## config.mk

```make
export PLATFORM = sky130hd
export DESIGN_NAME = collatz_engine
export DESIGN_NICKNAME = d
export VERILOG_FILES = /design/src/rtl/collatz_engine.sv
export SDC_FILE = /design/constraint.sdc
export NUM_CORES = 1
export LEC_CHECK = 0
export BUFFER_PORTS_ARGS = -buffer_cell sky130_fd_sc_hd__buf_2
export CAP_MARGIN = 0
export CORE_ASPECT_RATIO = 1.5
export CORE_MARGIN = 5
export CORE_UTILIZATION = 44
export CTS_CLUSTER_SIZE = 14
export DETAILED_ROUTE_END_ITERATION = 6
export PLACE_DENSITY = 0.71
export SLEW_MARGIN = 5
export SYNTH_ARGS = -nofsm -noshare
export SYNTH_HDL_FRONTEND = slang
export SYNTH_SLANG_ARGS = --single-unit
```

## constraint.sdc

```tcl
create_clock -name clk -period 4.8 [get_ports clk]
set_input_delay 0.96 -clock clk [delete_from_list [all_inputs] [get_ports clk]]
set_output_delay 0.96 -clock clk [all_outputs]
set_load 0.01 [all_outputs]
```

## src/rtl/collatz_engine.sv

```systemverilog
// Collatz orbit engine: iterates n -> n/2 or 3n+1 once per clock from a captured
// start value, reporting orbit length, maximum iterate and a termination status.
module collatz_engine #(
  parameter int BITS      = 32,
  parameter int LEN_BITS  = 16,
  parameter int MAX_STEPS = 65535
) (
  input  logic                clk,
  input  logic                rst_n,
  input  logic                start,
  input  logic                abort,
  input  logic [BITS-1:0]     number,
  output logic                busy,
  output logic                done,
  output logic [1:0]          status,
  output logic [LEN_BITS-1:0] orbit_len,
  output logic [BITS-1:0]     path_record
);

  typedef enum logic [0:0] {
    IDLE = 1'b0,
    RUN  = 1'b1
  } state_t;

  localparam logic [1:0]          ST_OK      = 2'b00;
  localparam logic [1:0]          ST_OVF     = 2'b01;
  localparam logic [1:0]          ST_TIMEOUT = 2'b10;
  localparam logic [1:0]          ST_ZERO    = 2'b11;
  localparam logic [LEN_BITS-1:0] MAX_LEN    = LEN_BITS'(MAX_STEPS);
  localparam logic [LEN_BITS-1:0] LEN_ONE    = LEN_BITS'(1);
  localparam logic [BITS-1:0]     ITER_ONE   = BITS'(1);
  localparam logic [BITS+1:0]     WIDE_ONE   = (BITS+2)'(1);

  state_t                state_r, state_s;
  logic [BITS-1:0]       iter_r, iter_s;
  logic [LEN_BITS-1:0]   len_s;
  logic [BITS-1:0]       rec_s;
  logic [1:0]            status_s;
  logic                  busy_s, done_s;
  logic [BITS+1:0]       wide_s, triple_s;

  // 3n+1 is formed two bits wider so an overflow shows up in the top bits
  assign wide_s   = {2'b00, iter_r};
  assign triple_s = (wide_s << 1) + wide_s + WIDE_ONE;

  // Next-state and next-output evaluation; every register holds unless updated
  always_comb begin
    state_s  = state_r;
    iter_s   = iter_r;
    len_s    = orbit_len;
    rec_s    = path_record;
    status_s = status;
    busy_s   = 1'b0;
    done_s   = 1'b0;
    case (state_r)
      IDLE: begin
        if (start) begin
          if (number == {BITS{1'b0}}) begin
            done_s   = 1'b1;
            status_s = ST_ZERO;
            len_s    = {LEN_BITS{1'b0}};
            rec_s    = {BITS{1'b0}};
          end else begin
            iter_s   = number;
            rec_s    = number;
            len_s    = {LEN_BITS{1'b0}};
            status_s = ST_OK;
            busy_s   = 1'b1;
            state_s  = RUN;
          end
        end else begin
          state_s = IDLE;
        end
      end
      RUN: begin
        busy_s = 1'b1;
        if (abort) begin
          busy_s  = 1'b0;
          state_s = IDLE;
        end else if (iter_r == ITER_ONE) begin
          busy_s   = 1'b0;
          done_s   = 1'b1;
          status_s = ST_OK;
          state_s  = IDLE;
        end else if (orbit_len == MAX_LEN) begin
          busy_s   = 1'b0;
          done_s   = 1'b1;
          status_s = ST_TIMEOUT;
          state_s  = IDLE;
        end else if (!iter_r[0]) begin
          iter_s = iter_r >> 1;
          len_s  = orbit_len + LEN_ONE;
        end else if (triple_s[BITS+1:BITS] != 2'b00) begin
          busy_s   = 1'b0;
          done_s   = 1'b1;
          status_s = ST_OVF;
          state_s  = IDLE;
        end else begin
          iter_s = triple_s[BITS-1:0];
          len_s  = orbit_len + LEN_ONE;
          if (triple_s[BITS-1:0] > path_record) begin
            rec_s = triple_s[BITS-1:0];
          end else begin
            rec_s = path_record;
          end
        end
      end
      default: begin
        state_s = IDLE;
      end
    endcase
  end

  // State, iterate and result registers
  always_ff @(posedge clk or negedge rst_n) begin
    if (!rst_n) begin
      state_r     <= IDLE;
      iter_r      <= {BITS{1'b0}};
      orbit_len   <= {LEN_BITS{1'b0}};
      path_record <= {BITS{1'b0}};
      status      <= 2'b00;
      busy        <= 1'b0;
      done        <= 1'b0;
    end else begin
      state_r     <= state_s;
      iter_r      <= iter_s;
      orbit_len   <= len_s;
      path_record <= rec_s;
      status      <= status_s;
      busy        <= busy_s;
      done        <= done_s;
    end
  end

endmodule

```

==> impl_metrics.py, run 1 <==
metrics = {
    "global_routing": {
        "grt_max_degree": 51,
        "grt_usage_pct": 22.8,
        "gr-total-overflow": 0,
        "grt_pass1_vias": 7062,
        "antenna_found_initial": 0,
        "grt_pass1_wl_um": 35600,
    },
    "placed_design": {
        "dp_slack_ns": 0.0768,
        "numPortBuffers": 87,
        "hpwl_um": 16900,
        "gp_congestion": 0.985,
    },
    "worst_hold_path": {
        "hold_class": "reg2reg",
        "hp-start": "status[1]$_DFFE_PN0P_",
    },
    "synthesis": {
        "synthTopCellsByArea": "dfrtp_1 28%, ha_1 14%, mux2i_1 8.6%",
        "synth_fp_nets": 976,
        "syn_inst": 857,
        "ys_warn_count": 0,
        "synth_commonest_cells": "84 x dfrtp_1, 82 x ha_1, 72 x inv_1",
        "async_flop_share_pct": 100,
        "synthFlopType": "dfrtp_1",
        "yosys.area.top_type": "dfrtp_1",
        "yosysMostFrequentCell": "dfrtp_1",
        "yosysSeqAreaShare_pct": 28.3,
        "ys_ff_latch": 84,
        "netlist_area_um2": 7430,
        "synth_top_cell_area_share_pct": 28.3,
        "syn_area_per_cell_um2": 8.67,
        "synth_cell_types": 68,
        "synth_edf_count": 0,
    },
    "run": {
        "drv_cap": 0,
    },
    "final_layout": {
        "antennaDiodeCount": 0,
        "drive_gt1_share_pct": 15.3,
        "fill_cells": 1645,
        "area_growth_pct": 13.9,
        "nets": 1058,
    },
    "routing": {
        "drtIter0Drc": 443,
        "drcViolationCount": 0,
        "routed_wl_um": 21900,
        "vias": 6982,
        "viasPerCell": 6.06,
        "wl_per_cell_um": 19.0,
        "first_pass_iters": 5,
        "ant_nets": 0,
    },
    "worst_setup_path": {
        "slowest_stage": "or3_1",
        "crit_chain": "inv_1 -> ha_1 -> a21o_1 -> nor3b_1 -> nor2_1 -> nand2_1 -> a21o_1 -> a21oi_1 -> xnor2_1 -> ha_1 -> nand3_1 -> or3_1 -> nor2_2 -> o21ai_0 -> o21ai_1 -> a211oi_2 -> o21ai_1 -> a31oi_4 -> buf_12 -> mux2_1",
        "arrival_ns": 4.73,
        "critical-path-top-delay-family": "compound AO/OA/AOI/OAI gates",
        "cp_num_buf_inv": 2,
        "max_stage_delay_ns": 0.45,
        "path_max_fanout": 14,
        "end_kind": "flop",
        "crit_start": "iter_r[4]$_DFFE_PN0P_",
        "crit_type": "reg2reg",
        "worst_r2r_startpoint": "iter_r[4]$_DFFE_PN0P_",
        "crit_path_start_kind": "flop",
        "crit_required_ns": 5.03,
    },
    "sta": {
        "slew_headroom_pct": 43.1,
        "min_period_ns": 4.50,
        "finalWorstSetupSlack_ns": 0.299,
        "max_freq_mhz": 222,
        "drv_slew": 0,
        "worst_slew_pin_slew_ns": 0.846,
        "fin_crit_sh_pct": 93.8,
        "finalSetupViolCount": 0,
        "rsz0062_at_grt": "true",
        "finClkSkew_ns": 0.00885,
        "hold_viol": 0,
    },
    "floorplan": {
        "dieArea_um2": 19600,
        "die_h_um": 169,
        "die_w_um": 116,
        "num_rows": 58,
        "core-area_um2": 16700,
        "initial_utilization_pct": 44.5,
        "ios": 88,
    },
    "cts": {
        "holdBufCountCts": 0,
        "cts_root_buffer": "clkbuf_16",
        "cts_buffers": 9,
        "htree_levels": 3,
        "clk_path_buf_depth": 2,
        "clk_pin_slew_worst_paths_ns": 0.06,
        "cts_tree": "done",
        "cts_sinks": 84,
        "clk_latency_ns": 0.36,
        "cts_resized": 0,
        "post-cts-setup-buffer-count": 0,
    },
    "run_status": {
        "status": "completed",
    },
}
-- kinds of logic (layout without fill, tap and decap cells) --
| group | after synthesis | in the layout | synth area share [%] |
|---|---|---|---|
| AO/OA/AOI/OAI | 279 | 279 | 25.6 |
| XOR/XNOR | 28 | 28 | 3.30 |
| adder cells (fa/ha/maj) | 83 | 83 | 14.1 |
| buffers and inverters | 112 | 198 | 5.98 |
| flip-flops | 84 | 84 | 28.3 |
| multiplexers | 68 | 68 | 9.23 |
| AND/OR/NAND/NOR | 203 | 203 | 13.5 |
-- final timing paths --
check                      cells past startpoint  slack [ns]                           to
hold reg to reg                                1        0.53        status[1]$_DFFE_PN0P_
hold / removal                                 1        0.53        status[1]$_DFFE_PN0P_
min in group asynchronous                      1        0.64   path_record[4]$_DFFE_PN0P_
max in group asynchronous                      2        3.21  path_record[25]$_DFFE_PN0P_
setup / recovery                              20        0.30  path_record[25]$_DFFE_PN0P_
setup reg to reg                              20        0.30  path_record[25]$_DFFE_PN0P_
-- worst register-to-register path: stages (launching register included) --
cell and delay, ns:
dfrtp_1 0.41, inv_1 0.09, ha_1 0.39, a21o_1 0.20, nor3b_1 0.15, nor2_1 0.15, nand2_1 0.12, a21o_1 0.20
a21oi_1 0.17, xnor2_1 0.13, ha_1 0.30, nand3_1 0.07, or3_1 0.45, nor2_2 0.20, o21ai_0 0.12, o21ai_1 0.20
a211oi_2 0.10, o21ai_1 0.24, a31oi_4 0.16, buf_12 0.21, mux2_1 0.33
-- per-stage QoR --
step	utilization [%]	TNS, ns	instances	hold WS [ns]	area (um^2)
after global placement	48.8	0	1138	0.520	8150
after CTS	50.6	0	1153	0.531	8450
after detailed placement	48.8	0	1138	0.515	8150
after floorplan	-	0	857	0.522	7430
final	50.7	0	1153	0.527	8460
after global routing	50.7	-0.00739	1153	0.536	8460
-- cells in the final DEF, fill, tap and decap left out, drive strengths merged, types with 7 or more instances in the layout --
master	n
xnor2	13
a21o	28
a31oi	9
dfrtp	84
inv	73
buf	109
and3	8
o22ai	26
o31ai	7
nor2	42
nor4	9
clkbuf	13
nand4	21
mux2i	64
nor3	14
ha	82
a221oi	26
a21oi	56
o21ai	68
a211oi	9
nand2	61
nand3	20
xor2	15
-- sequential cells by signal, indices dropped and copies added (netlist names) --
name / cells
state_r: 1
path_record: 32
iter_r: 32
done: 1
orbit_len: 16
status: 2
-- metal layers --
| metal | vias up | part of all wire [%] | GRT usage (%) |
|---|---|---|---|
| li1 | 3369 | - | - |
| met1 | 3349 | 41 | 27.7 |
| met2 | 219 | 51 | 39.8 |
| met3 | 45 | 5.0 | 3.68 |
| met4 | 0 | 2.7 | 8.73 |
| met5 | - | 0 | 0 |
-- final cells by class --
cell class              instances  area (um^2)  share of cell area (%)
multi-input cells             661         4900                    57.9
flip-flops and latches         84         2100                    24.9
repair buffers                109          628                    7.42
inverters                      74          278                    3.28
well taps                     210          263                    3.10
clock buffers                  13          260                    3.08
clock inverters                 2         35.0                   0.414
Power of run 1 is not shown: default switching activity piles up to over one toggle a cycle in this logic, so the estimate is an artifact.
==> run 2, diff against run 1 <==
CORE_MARGIN = 10   (was 5)
CTS_BUF_LIST = sky130_fd_sc_hd__clkbuf_16   (was default)
REMOVE_ABC_BUFFERS = 1   (was default)
==> run 2 against run 1 <==
  * Cell count shrank 0.26%
  * Routed wire length rose by 5.1%
  * Die area increased by 15%
  * Flip-flop and latch count unchanged
  * Core utilization down 0.13 points
  * Clock-buffer cell count is 4 lower
  * Critical path depth rose by 1
  * Sequential share of layout area grew 0.063 points
==> impl_metrics.py, run 2 (synthesis results as in run 1) <==
metrics = {
    "run_status": {
        "status": "completed",
    },
    "routing": {
        "drtIter0Drc": 495,
        "vias": 7042,
        "drcViolationCount": 0,
        "first_pass_iters": 5,
        "wl_per_cell_um": 20.0,
        "routed_wl_um": 23000,
        "viasPerCell": 6.12,
        "ant_nets": 0,
    },
    "floorplan": {
        "dieArea_um2": 22600,
        "num_rows": 58,
        "initial_utilization_pct": 44.5,
        "core-area_um2": 16700,
        "die_w_um": 126,
        "ios": 88,
        "die_h_um": 179,
    },
    "sta": {
        "fin_crit_sh_pct": 93.0,
        "min_period_ns": 4.46,
        "max_freq_mhz": 224,
        "finalSetupViolCount": 0,
        "hold_viol": 0,
        "slew_headroom_pct": 45.2,
        "setup_tns_ns": 0,
        "drv_slew": 0,
        "rsz0062_at_grt": "false",
        "finClkSkew_ns": 0.00854,
        "worst_slew_pin_slew_ns": 0.823,
    },
    "final_layout": {
        "nets": 1054,
        "final_common_cell": "buf_2",
        "fill_cells": 1652,
        "regArea_um2": 2100,
        "multi_input_area_um2": 4900,
        "top_regs": "iter_r (32), path_record (32), orbit_len (16)",
        "area_growth_pct": 13.7,
        "final_cell_mix": "86 x buf_2, 83 x dfrtp_1, 82 x ha_1",
        "drive_gt1_share_pct": 15.2,
        "antennaDiodeCount": 0,
    },
    "global_routing": {
        "grt_pass1_vias": 7136,
        "grt_pass1_wl_um": 37300,
        "grt_usage_pct": 20.2,
        "gr-total-overflow": 0,
        "antenna_found_initial": 0,
        "grt_max_degree": 61,
    },
    "worst_setup_path": {
        "crit_chain": "inv_1 -> ha_1 -> a21oi_1 -> a211oi_1 -> nor2_1 -> nand2_1 -> a21o_1 -> a21oi_1 -> xnor2_1 -> ha_1 -> nand3_1 -> or3_1 -> nor2_1 -> o21ai_0 -> o21ai_0 -> a211oi_1 -> buf_4 -> o21ai_1 -> a31oi_4 -> buf_12 -> mux2_1",
        "max_stage_delay_ns": 0.44,
        "path_max_fanout": 7,
        "crit_path_start_kind": "flop",
        "slowest_stage": "dfrtp_1",
        "end_kind": "flop",
        "crit_type": "reg2reg",
        "arrival_ns": 4.70,
        "crit_required_ns": 5.04,
    },
    "placed_design": {
        "gp_congestion": 0.932,
        "numPortBuffers": 87,
        "hpwl_um": 17300,
    },
    "worst_hold_path": {
        "hold_class": "reg2reg",
    },
    "cts": {
        "clk_path_buf_depth": 2,
        "post-cts-setup-buffer-count": 0,
        "cts_sinks": 84,
        "clk_pin_slew_worst_paths_ns": 0.07,
        "cts_buffers": 9,
        "htree_levels": 3,
        "cts_root_buffer": "clkbuf_16",
        "clk_latency_ns": 0.36,
        "holdBufCountCts": 0,
        "cts_tree": "done",
    },
    "run": {
        "drv_cap": 0,
    },
}
-- run 2: cell count changes in the layout (fill, tap and decap cells not counted), moves of 2 or more --
cell / change
clkbuf_8: -2
clkinvlp_4: +2
clkinv_4: +2
buf_4: -4
clkbuf_1: -2
-- run 2: final cells by class --
type                       instances  area share (%)
timing repair buffer             105            7.08
sequential                        84            24.9
tap                              210            3.11
multi-input combinational        661            58.0
inverter                          74            3.29
clock buffer                       9            2.67
clock inverter                     7           0.904
-- run 2: layer usage --
layer / share of wire, % / GRT usage (%) / wire length [um] / up-vias
met3: 5.5 / 3.43 / 1260 / 54
met5: 0 / 0 / 0 / -
li1: - / - / - / 3365
met1: 40 / 22.6 / 9170 / 3400
met4: 3.8 / 9.51 / 880 / 0
met2: 51 / 36.2 / 11700 / 223
-- run 2: what timing repair did --
item	in CTS	in global routing
hold endpoints to repair	0	0
endpoints found under the setup margin	0	32
resized for setup	0	6
-- run 2: final timing paths --
path,from,endpoint,slack (ns),cells after the start
worst max-delay path,iter_r[2]$_DFFE_PN0P_,path_record[25]$_DFFE_PN0P_,0.34,21
worst min-delay path,status[1]$_DFFE_PN0P_,status[1]$_DFFE_PN0P_,0.52,1
worst max register to register,iter_r[2]$_DFFE_PN0P_,path_record[25]$_DFFE_PN0P_,0.34,21
worst min register to register,status[1]$_DFFE_PN0P_,status[1]$_DFFE_PN0P_,0.52,1
max in group asynchronous,rst_n,state_r$_DFF_PN0_,3.13,2
min in group asynchronous,rst_n,path_record[4]$_DFFE_PN0P_,0.61,1
-- run 2: worst max-delay path, delay by kind of cell, from the launching register on --
family / cells / cell delay (ns)
adder cells (fa/ha/maj): 2 / 0.66
AO/OA/AOI/OAI: 9 / 1.43
buffers and inverters: 3 / 0.44
multiplexers: 1 / 0.31
XOR/XNOR: 1 / 0.15
flip-flops: 1 / 0.44
AND/OR/NAND/NOR: 5 / 0.91
-- run 2: stage by stage --
stage          util, %  instances  instance area [um^2]  hold slack [ns]  setup slack [ns]
6_report          50.6       1150                  8440            0.518             0.337
3_5_place_dp      48.7       1134                  8120            0.499             0.175
2_1_floorplan        -        819                  7260            0.522            -0.167
5_1_grt           50.6       1150                  8440            0.527            0.0147
4_1_cts           50.5       1150                  8420            0.517             0.146
3_3_place_gp      48.7       1134                  8120            0.515             0.212
Power of run 2 is left out for the same reason.
